`config.mk`:
```
export PLATFORM = sky130hd
export DESIGN_NAME = rr_interconnect
export DESIGN_NICKNAME = d
export VERILOG_FILES = /design/src/rtl/rr_interconnect.sv
export SDC_FILE = /design/constraint.sdc
export NUM_CORES = 1
export LEC_CHECK = 0
export ABC_AREA = 1
export CAP_MARGIN = 20
export CORE_AREA = 2 2 53 55
export CTS_BUF_LIST = sky130_fd_sc_hd__clkbuf_4 sky130_fd_sc_hd__clkbuf_8
export DETAILED_ROUTE_END_ITERATION = 6
export DIE_AREA = 0 0 55 57
export GPL_TIMING_DRIVEN = 1
export PLACE_DENSITY = 0.67
export SYNTH_ARGS = -nofsm -noshare
export SYNTH_HDL_FRONTEND = slang
export SYNTH_SLANG_ARGS = --single-unit
```
`constraint.sdc`:
```
create_clock -name CLK -period 1.7 [get_ports CLK]
set_clock_uncertainty 0.2 [all_clocks]
set_input_delay 0.51 -clock CLK [delete_from_list [all_inputs] [get_ports CLK]]
set_output_delay 0.51 -clock CLK [all_outputs]
set_load 0.1 [all_outputs]
```
`src/rtl/rr_interconnect.sv`:
```
// N-master to single-slave round-robin request/ack arbiter with registered slave
// handshake, abort on request drop and an optional slave-timeout error pulse.
module rr_interconnect #(
    parameter int NUM_MASTERS    = 4,
    parameter int SEL_W          = $clog2(NUM_MASTERS),
    parameter int TIMEOUT_CYCLES = 16
) (
    input  logic                   CLK,
    input  logic                   RST,
    input  logic [NUM_MASTERS-1:0] M_req,
    output logic [NUM_MASTERS-1:0] M_ack,
    output logic                   S_req,
    input  logic                   S_ack,
    output logic [SEL_W-1:0]       Select,
    output logic                   Busy,
    output logic                   Timeout_err
);

    localparam int CNT_W = (TIMEOUT_CYCLES > 0) ? $clog2(TIMEOUT_CYCLES + 1) : 1;
    localparam logic [CNT_W-1:0] CNT_LAST =
        (TIMEOUT_CYCLES > 0) ? CNT_W'(TIMEOUT_CYCLES - 1) : '0;
    localparam logic [SEL_W-1:0] LAST_IDX = SEL_W'(NUM_MASTERS - 1);

    typedef enum logic [1:0] {IDLE, BUSY, ACK} state_t;

    state_t                   state_q, state_d;
    logic [SEL_W-1:0]         ptr_q, ptr_d;
    logic [SEL_W-1:0]         sel_q, sel_d;
    logic                     sreq_q, sreq_d;
    logic [NUM_MASTERS-1:0]   mack_q, mack_d;
    logic                     terr_q, terr_d;
    logic                     busy_q, busy_d;
    logic [CNT_W-1:0]         cnt_q, cnt_d;

    logic                     found;
    logic [SEL_W-1:0]         gnt;
    logic [SEL_W-1:0]         idx;
    logic [SEL_W-1:0]         gnt_nxt;

    // First requester at or after the pointer, wrapping modulo NUM_MASTERS.
    always_comb begin
        found = 1'b0;
        gnt   = '0;
        idx   = '0;
        for (int i = 0; i < NUM_MASTERS; i++) begin
            idx = SEL_W'((int'(ptr_q) + i) % NUM_MASTERS);
            if (!found && M_req[idx]) begin
                found = 1'b1;
                gnt   = idx;
            end
        end
        gnt_nxt = (gnt == LAST_IDX) ? '0 : gnt + 1'b1;
    end

    always_comb begin
        state_d = state_q;
        ptr_d   = ptr_q;
        sel_d   = sel_q;
        sreq_d  = sreq_q;
        mack_d  = '0;
        terr_d  = 1'b0;
        cnt_d   = cnt_q;
        case (state_q)
            IDLE: begin
                if (found) begin
                    sel_d   = gnt;
                    sreq_d  = 1'b1;
                    ptr_d   = gnt_nxt;
                    cnt_d   = '0;
                    state_d = BUSY;
                end
            end
            BUSY: begin
                // Abort beats ack, ack beats timeout.
                if (!M_req[sel_q]) begin
                    sreq_d  = 1'b0;
                    state_d = IDLE;
                end else if (S_ack) begin
                    sreq_d         = 1'b0;
                    mack_d[sel_q]  = 1'b1;
                    state_d        = ACK;
                end else if ((TIMEOUT_CYCLES > 0) && (cnt_q == CNT_LAST)) begin
                    sreq_d  = 1'b0;
                    terr_d  = 1'b1;
                    state_d = IDLE;
                end else begin
                    cnt_d = cnt_q + 1'b1;
                end
            end
            ACK: begin
                state_d = IDLE;
            end
            default: begin
                sreq_d  = 1'b0;
                state_d = IDLE;
            end
        endcase
        busy_d = (state_d != IDLE);
    end

    always_ff @(posedge CLK) begin
        if (RST) begin
            state_q <= IDLE;
            ptr_q   <= '0;
            sel_q   <= '0;
            sreq_q  <= 1'b0;
            mack_q  <= '0;
            terr_q  <= 1'b0;
            busy_q  <= 1'b0;
            cnt_q   <= '0;
        end else begin
            state_q <= state_d;
            ptr_q   <= ptr_d;
            sel_q   <= sel_d;
            sreq_q  <= sreq_d;
            mack_q  <= mack_d;
            terr_q  <= terr_d;
            busy_q  <= busy_d;
            cnt_q   <= cnt_d;
        end
    end

    assign M_ack       = mack_q;
    assign S_req       = sreq_q;
    assign Select      = sel_q;
    assign Busy        = busy_q;
    assign Timeout_err = terr_q;

endmodule
```
==> results.txt, run 1 <==
insertion delay to the later sink of the worst-skew pair - 0.29 ns
CTS Sinks - 18
Final WS setup - -0.204 ns
Worst Hold Path EP - M_ack[1]
fillcell total - 212
fraction of layout cells with a size suffix above 1 - 0.460
met3 usage - 0.0209
CP arrival - 1.90 ns
number of buffers added on ports - 15
Initial DRC Count - 12
hold buffer count at cts - 0
Worst Path Max Fanout - 3
Synth top area share - 0.336
CTS Buf Count - 3
CTS tree - yes
Syn-to-layout area delta - 57.5%
Routed WL - 2660 microns
Avg Cell Area, Syn - 7.06 sq um
post-synth cell types - 23
global-route wire length before repair - 4500 microns
hold path depth - 1
Worst-Margin Slew - 0.446 ns
Post-synth EDFFs - 0
register area share after synthesis - 0.336
Core Rows - 19
Initial Util - 0.411
placer congestion estimate - 0.860
Tcrit/Tclk final - 1.12
largest net degree at the start of global routing - 11
Slew Viols, Final - 0
fin nets - 198
Seq cells post-synth - 18
core area - 0.00262 sq mm
Critical R2R Capture - ptr_q[1]
GR peak layer - met2
DRT antenna net count - 0
Pwr Total - 2.76 mW
DRC - 0
Max-Slew Margin vs Limit - 0.701
setup slack, reg-to-reg - -0.18 ns
critical path class - in2reg
asr flop ratio synth - 0
status - finished, violations left
Sequential Area - 375 sq um
minimum clock period - 1.90 ns
failing checks - negative setup slack
initial antenna violation count - 0
Vias/cell - 5.08
DR vias - 1107
Die W - 55 microns
M2 GR Usage - 0.332
Min-Delay Startpoint - Select[1]
Vert. Die Dim - 57 microns
DP Wirelength - 2070 microns
VDD IR max - 1.18 mV
Mapped Cells - 152
RSZ-0062 raised after global routing - true
synth top area cells - dfxtp_1 34%, nand2_1 12%, nand3_1 10%, inv_1 7.7%, nand2_4 5.2%
met1 usage - 0.220
Reg2Reg Depth - 11
cell with the most instances after synthesis - nand2_1
post-synthesis cell area - 0.00107 sq mm
H-Tree Depth - 1
max frequency - 0.525 GHz
static leakage - 0.763 nW
aggregate global-route resource usage - 0.192
ys flop type - dfxtp_1
vias in the first global route - 1103
CTS Buffer Depth - 2
DR WL/cell - 12.2 microns
worst r2r src - ptr_q[0]
final setup fails - 6
antenna fix cells - 0
# IOs - 16
pwr dens - 1630 mW/mm^2
Crit. End Element - flop
Die ar. - 0.00314 sq mm
Required @ worst endpoint - 1.69 ns
max-cap violation count - 0
fin util - 0.646
Post-synth top cells - 33 x nand2_1, 22 x inv_1, 22 x nand3_1
First-pass DRT Iterations - 4
CTS clk-pin slew, worst paths - 0.10 ns
Hold Path Class - reg2reg
Mapped Nets - 162
area occupied by multi-input gates - 754 sq um
CP startpoint kind - primary input
root buffer cell - clkbuf_4
dpl ws - -0.758 ns
Yosys warning count - 0
post-synth top area cell - dfxtp_1
total gr overflow - 0
final hold violation count - 0
## routing by layer
| metal | routed length, microns | part of all wire |
|---|---|---|
| met5 | 0 | 0 |
| met4 | 64 | 0.024 |
| met3 | 32 | 0.012 |
| met2 | 1440 | 0.54 |
| met1 | 1120 | 0.42 |
## what timing repair did
action / in CTS / in global routing
endpoints found under the setup margin: 17 / 16
resized for setup: 28 / 14
pin swaps: 9 / 6
setup buffers: 1 / 1
cloned: 0 / 0
## registers in the layout, summed over array words and instances (netlist names)
register     count
Busy             1
cnt_q            5
S_req            1
Select           2
M_ack            4
Timeout_err      1
state_q          2
ptr_q            2
## placed cells by master (no fill, tap or decap), types with 3 or more instances in the layout
cell,instances
nand3_2,7
clkbuf_4,3
nor3_1,5
nor2_1,5
nand2_4,12
a21oi_1,3
nand3_4,3
inv_2,6
buf_12,9
nand4_1,7
inv_1,16
nand2_1,24
buf_4,15
nand3_1,13
o21ai_1,4
nand2_2,10
dfxtp_2,3
dfxtp_4,3
inv_4,3
dfxtp_1,12
## worst max-delay path, stage by stage
cell,delay [ns]
dlygate4sd2_1,0.28
inv_2,0.06
nand2_2,0.07
nand3_2,0.11
nand2_4,0.08
inv_2,0.07
nand2_1,0.05
nand2_1,0.07
nand2_1,0.08
a31oi_1,0.14
ha_1,0.25
nand2_1,0.07
nand2_1,0.05
## final cells by class
cell class,count,area share
Inverter,26,0.0696
Tap cell,31,0.0229
Timing Repair Buffer,32,0.218
Clock buffer,4,0.0215
Multi-Input combinational cell,107,0.446
Sequential cell,18,0.222
## power by group
part | total [mW] | internal [mW] | switching (mW)
clock | 0.255 | 0.130 | 0.124
sequential | 0.674 | 0.525 | 0.148
combinational | 1.83 | 0.697 | 1.13
## worst max-delay path by stage
| stage | from | end | slack [ns] |
|---|---|---|---|
| 2_1_floorplan | M_req[2] | ptr_q[1] | -0.06 |
| 3_3_place_gp | M_req[2] | ptr_q[1] | -0.68 |
| 3_5_place_dp | M_req[3] | ptr_q[1] | -0.76 |
| 4_1_cts | ptr_q[0] | ptr_q[1] | -0.16 |
| 5_1_grt | ptr_q[0] | ptr_q[1] | -0.29 |
| 6_report | M_req[3] | ptr_q[1] | -0.20 |
## cell families (layout without fill, tap and decap cells)
kind of cell,after synthesis,count (layout),share of synthesized area
simple gates,91,91,0.453
buf+inv,27,62,0.106
fa+ha+maj,3,3,0.0350
compound gates,12,12,0.0618
flops,18,18,0.336
xor+xnor,1,1,0.00816
## stage by stage
stage / setup TNS (ns) / area, sq um / std cells / hold WS [ns]
6_report: -0.432 / 1690 / 218 / 0.303
5_1_grt: -1.61 / 1690 / 218 / 0.319
4_1_cts: -0.337 / 1640 / 217 / 0.308
3_5_place_dp: -9.94 / 1540 / 213 / 0.294
3_3_place_gp: -9.33 / 1540 / 213 / 0.275
2_1_floorplan: -0.0632 / 1140 / 152 / 0.257
Power figures use the tool's default switching activity.
==> run 2, diff against run 1 <==
==> config.mk (replaced) <==
export PLATFORM = sky130hd
export DESIGN_NAME = rr_interconnect
export DESIGN_NICKNAME = d
export VERILOG_FILES = /design/src/rtl/rr_interconnect.sv
export SDC_FILE = /design/constraint.sdc
export NUM_CORES = 1
export LEC_CHECK = 0
export ABC_AREA = 0
export CAP_MARGIN = 20
export CORE_AREA = 2 2 48 50
export CTS_BUF_LIST = sky130_fd_sc_hd__clkbuf_4 sky130_fd_sc_hd__clkbuf_8
export DETAILED_ROUTE_END_ITERATION = 6
export DIE_AREA = 0 0 50 52
export GPL_TIMING_DRIVEN = 1
export PLACE_DENSITY = 0.69
export SYNTH_ARGS = -nofsm -noshare
export SYNTH_HDL_FRONTEND = slang
export SYNTH_SLANG_ARGS = --single-unit
export TNS_END_PERCENT = 50
==> run 2 against run 1 <==
The flow still finishes with violations (negative setup slack). Utilization increased by 4.3 points. Critical path depth decreased by 8. Register-to-register slack improved by 0.05 ns. Synthesized cell count decreased by 36%.
==> results.txt, run 2 <==
max frequency - 0.545 GHz
root buffer cell - clkbuf_4
status - finished, violations left
M2 GR Usage - 0.316
hold path depth - 2
vias in the first global route - 834
main combinational cell family by area after synthesis - simple AND/OR/NAND/NOR gates
asr flop ratio synth - 0
delay of the slowest cell on the worst path - 0.51 ns
max-cap violation count - 0
Most Frequent Cell on Critical Path - ha_4
Initial Util - 0.415
placer congestion estimate - 0.839
Max-Slew Margin vs Limit - 0.755
Worst-Margin Slew - 0.366 ns
Die W - 50 microns
total gr overflow - 0
H-Tree Depth - 1
DR WL/cell - 12.5 microns
Slew Viols, Final - 0
CTS tree - yes
Required @ worst endpoint - 1.71 ns
CP startpoint kind - flop
synth top area cells - dfxtp_1 41%, nand2_1 4.7%, ha_1 4.3%, a21oi_1 4.0%, nand2b_1 3.6%
CTS clk-pin slew, worst paths - 0.10 ns
Min-Delay Startpoint - cnt_q[4]
Sequential Area - 375 sq um
hold slack - 0.286 ns
insertion delay to the later sink of the worst-skew pair - 0.29 ns
CTS Sinks - 18
Routed WL - 2060 microns
DP Wirelength - 1580 microns
Synth Area in XOR/XNOR - 0
Synth Area in Adders - 0.0429
global-route wire length before repair - 3690 microns
Core Rows - 17
Mapped Cells - 97
met3 usage - 0.0575
CP arrival - 1.84 ns
Synth Area in Compound Gates - 0.196
core area - 0.00211 sq mm
Yosys warning count - 0
CP startpoint - cnt_q[0]
Tcrit/Tclk final - 1.08
Initial DRC Count - 9
placed cells - 158
ys flop type - dfxtp_1
Mapped Nets - 107
setup slack, reg-to-reg - -0.13 ns
largest net degree at the start of global routing - 11
post-synth top area cell - dfxtp_1
Avg Cell Area, Syn - 9.02 sq um
static leakage - 0.592 nW
initial antenna violation count - 0
fin util - 0.690
Post-synth EDFFs - 0
fraction of layout cells with a size suffix above 1 - 0.504
number of buffers added on ports - 15
Worst Hold Path EP - cnt_q[4]
Worst Path Max Fanout - 4
Reg2Reg Depth - 5
DRT antenna net count - 0
Seq cells post-synth - 18
VDD IR max - 0.748 mV
cell with the most instances after synthesis - dfxtp_1
register area share after synthesis - 0.412
post-synthesis cell area - 875 sq um
failing checks - negative setup slack
dpl ws - -0.713 ns
Final WS setup - -0.135 ns
post-synthesis simple-gate area fraction - 0.285
antenna fix cells - 0
fin nets - 148
aggregate global-route resource usage - 0.187
CP top delay family - simple AND/OR/NAND/NOR gates
CTS Buf Count - 3
First-pass DRT Iterations - 4
Syn-to-layout area delta - 66.1%
commonest non-fill, non-tap cell in the layout - buf_4
Critical R2R Capture - cnt_q[1]
CTS Buffer Depth - 2
Vias/cell - 5.36
Top reg by flops - cnt_q
most frequent cells in the layout - 23 x buf_4, 12 x dfxtp_1, 10 x nand2_1, 9 x buf_12, 6 x a21oi_1
Hold Path Class - reg2reg
GR peak layer - met2
# IOs - 16
max reg flops - 5
fillcell total - 161
Synth top area share - 0.412
area occupied by multi-input gates - 583 sq um
Layout Cells excl Fill - 165
DR vias - 885
Crit. End Element - flop
final hold violation count - 0
worst r2r src - cnt_q[0]
RSZ-0062 raised after global routing - true
DRC - 0
final setup fails - 6
minimum clock period - 1.83 ns
Slowest cell on crit path - or4_4
Vert. Die Dim - 52 microns
CP Buf/Inv Count - 0
post-synth cell types - 37
Post-synth top cells - 18 x dfxtp_1, 11 x nand2_1, 7 x a21oi_1
mux contribution to synthesized area - 0.0243
critical path class - reg2reg
pwr dens - 870 mW/mm^2
Die ar. - 0.00260 sq mm
met1 usage - 0.223
critical path cell sequence - ha_4 > and3_4 > ha_4 > or4_4 > o22ai_1
## run 2: where the power goes
group / switching, mW / leakage [nW] / internal [mW]
Combinational: 0.262 / 0.424 / 0.243
Sequential: 0.0536 / 0.150 / 0.463
Clock: 0.134 / 0.0184 / 0.107
## run 2: logic make-up (layout without fill, tap and decap cells)
group / after synthesis / after routing
adders and majority gates: 3 / 3
AOI/OAI and AO/OA: 23 / 23
DFF: 18 / 18
muxes: 2 / 2
and+or+nand+nor: 43 / 43
buffers and inverters: 8 / 48
## run 2: how the worst max path moves through the flow
stage	endpoint	slack, ns	cells past startpoint
after floorplan	ptr_q[0]	-0.16	7
after global placement	ptr_q[0]	-0.69	8
after detailed placement	Select[1]	-0.71	7
after CTS	cnt_q[0]	-0.10	5
after global routing	cnt_q[1]	-0.18	5
final	cnt_q[1]	-0.13	5
## run 2: layer usage
layer	wire (microns)	share of wire	vias up
met5	0	0	-
met4	12	0.0058	0
met3	96	0.047	2
met2	1010	0.49	25
met1	950	0.46	419
li1	-	-	439
## run 2: what timing repair did
item                       CTS  global route
setup buffers                3             0
pin swaps                   11             4
hold endpoints to repair     0             0
gates resized for setup     34             5
setup endpoints to repair   19             9
hold buffers                 0             0
## run 2: tightest hold or removal path: stages, from the launching register on
cell,delay (ns)
dfxtp_1,0.32
nand2_1,0.06
o22ai_2,0.06
## run 2: layout make-up
class / instances / share of cell area
Tap cell: 28 / 0.0241
Clock buffer: 4 / 0.0207
Sequential cell: 18 / 0.258
Inverter: 5 / 0.0129
Timing Repair Buffer: 39 / 0.283
Multi-Input combinational cell: 71 / 0.401
## run 2: metrics by stage
step           power (mW)  setup TNS (ns)  cell area, sq um
5_1_grt              1.33          -0.939              1450
2_1_floorplan       0.809           -1.02               916
6_report             1.26          -0.406              1450
4_1_cts              1.25          -0.434              1430
3_3_place_gp        0.980          -10.84              1320
3_5_place_dp        0.986          -11.36              1320
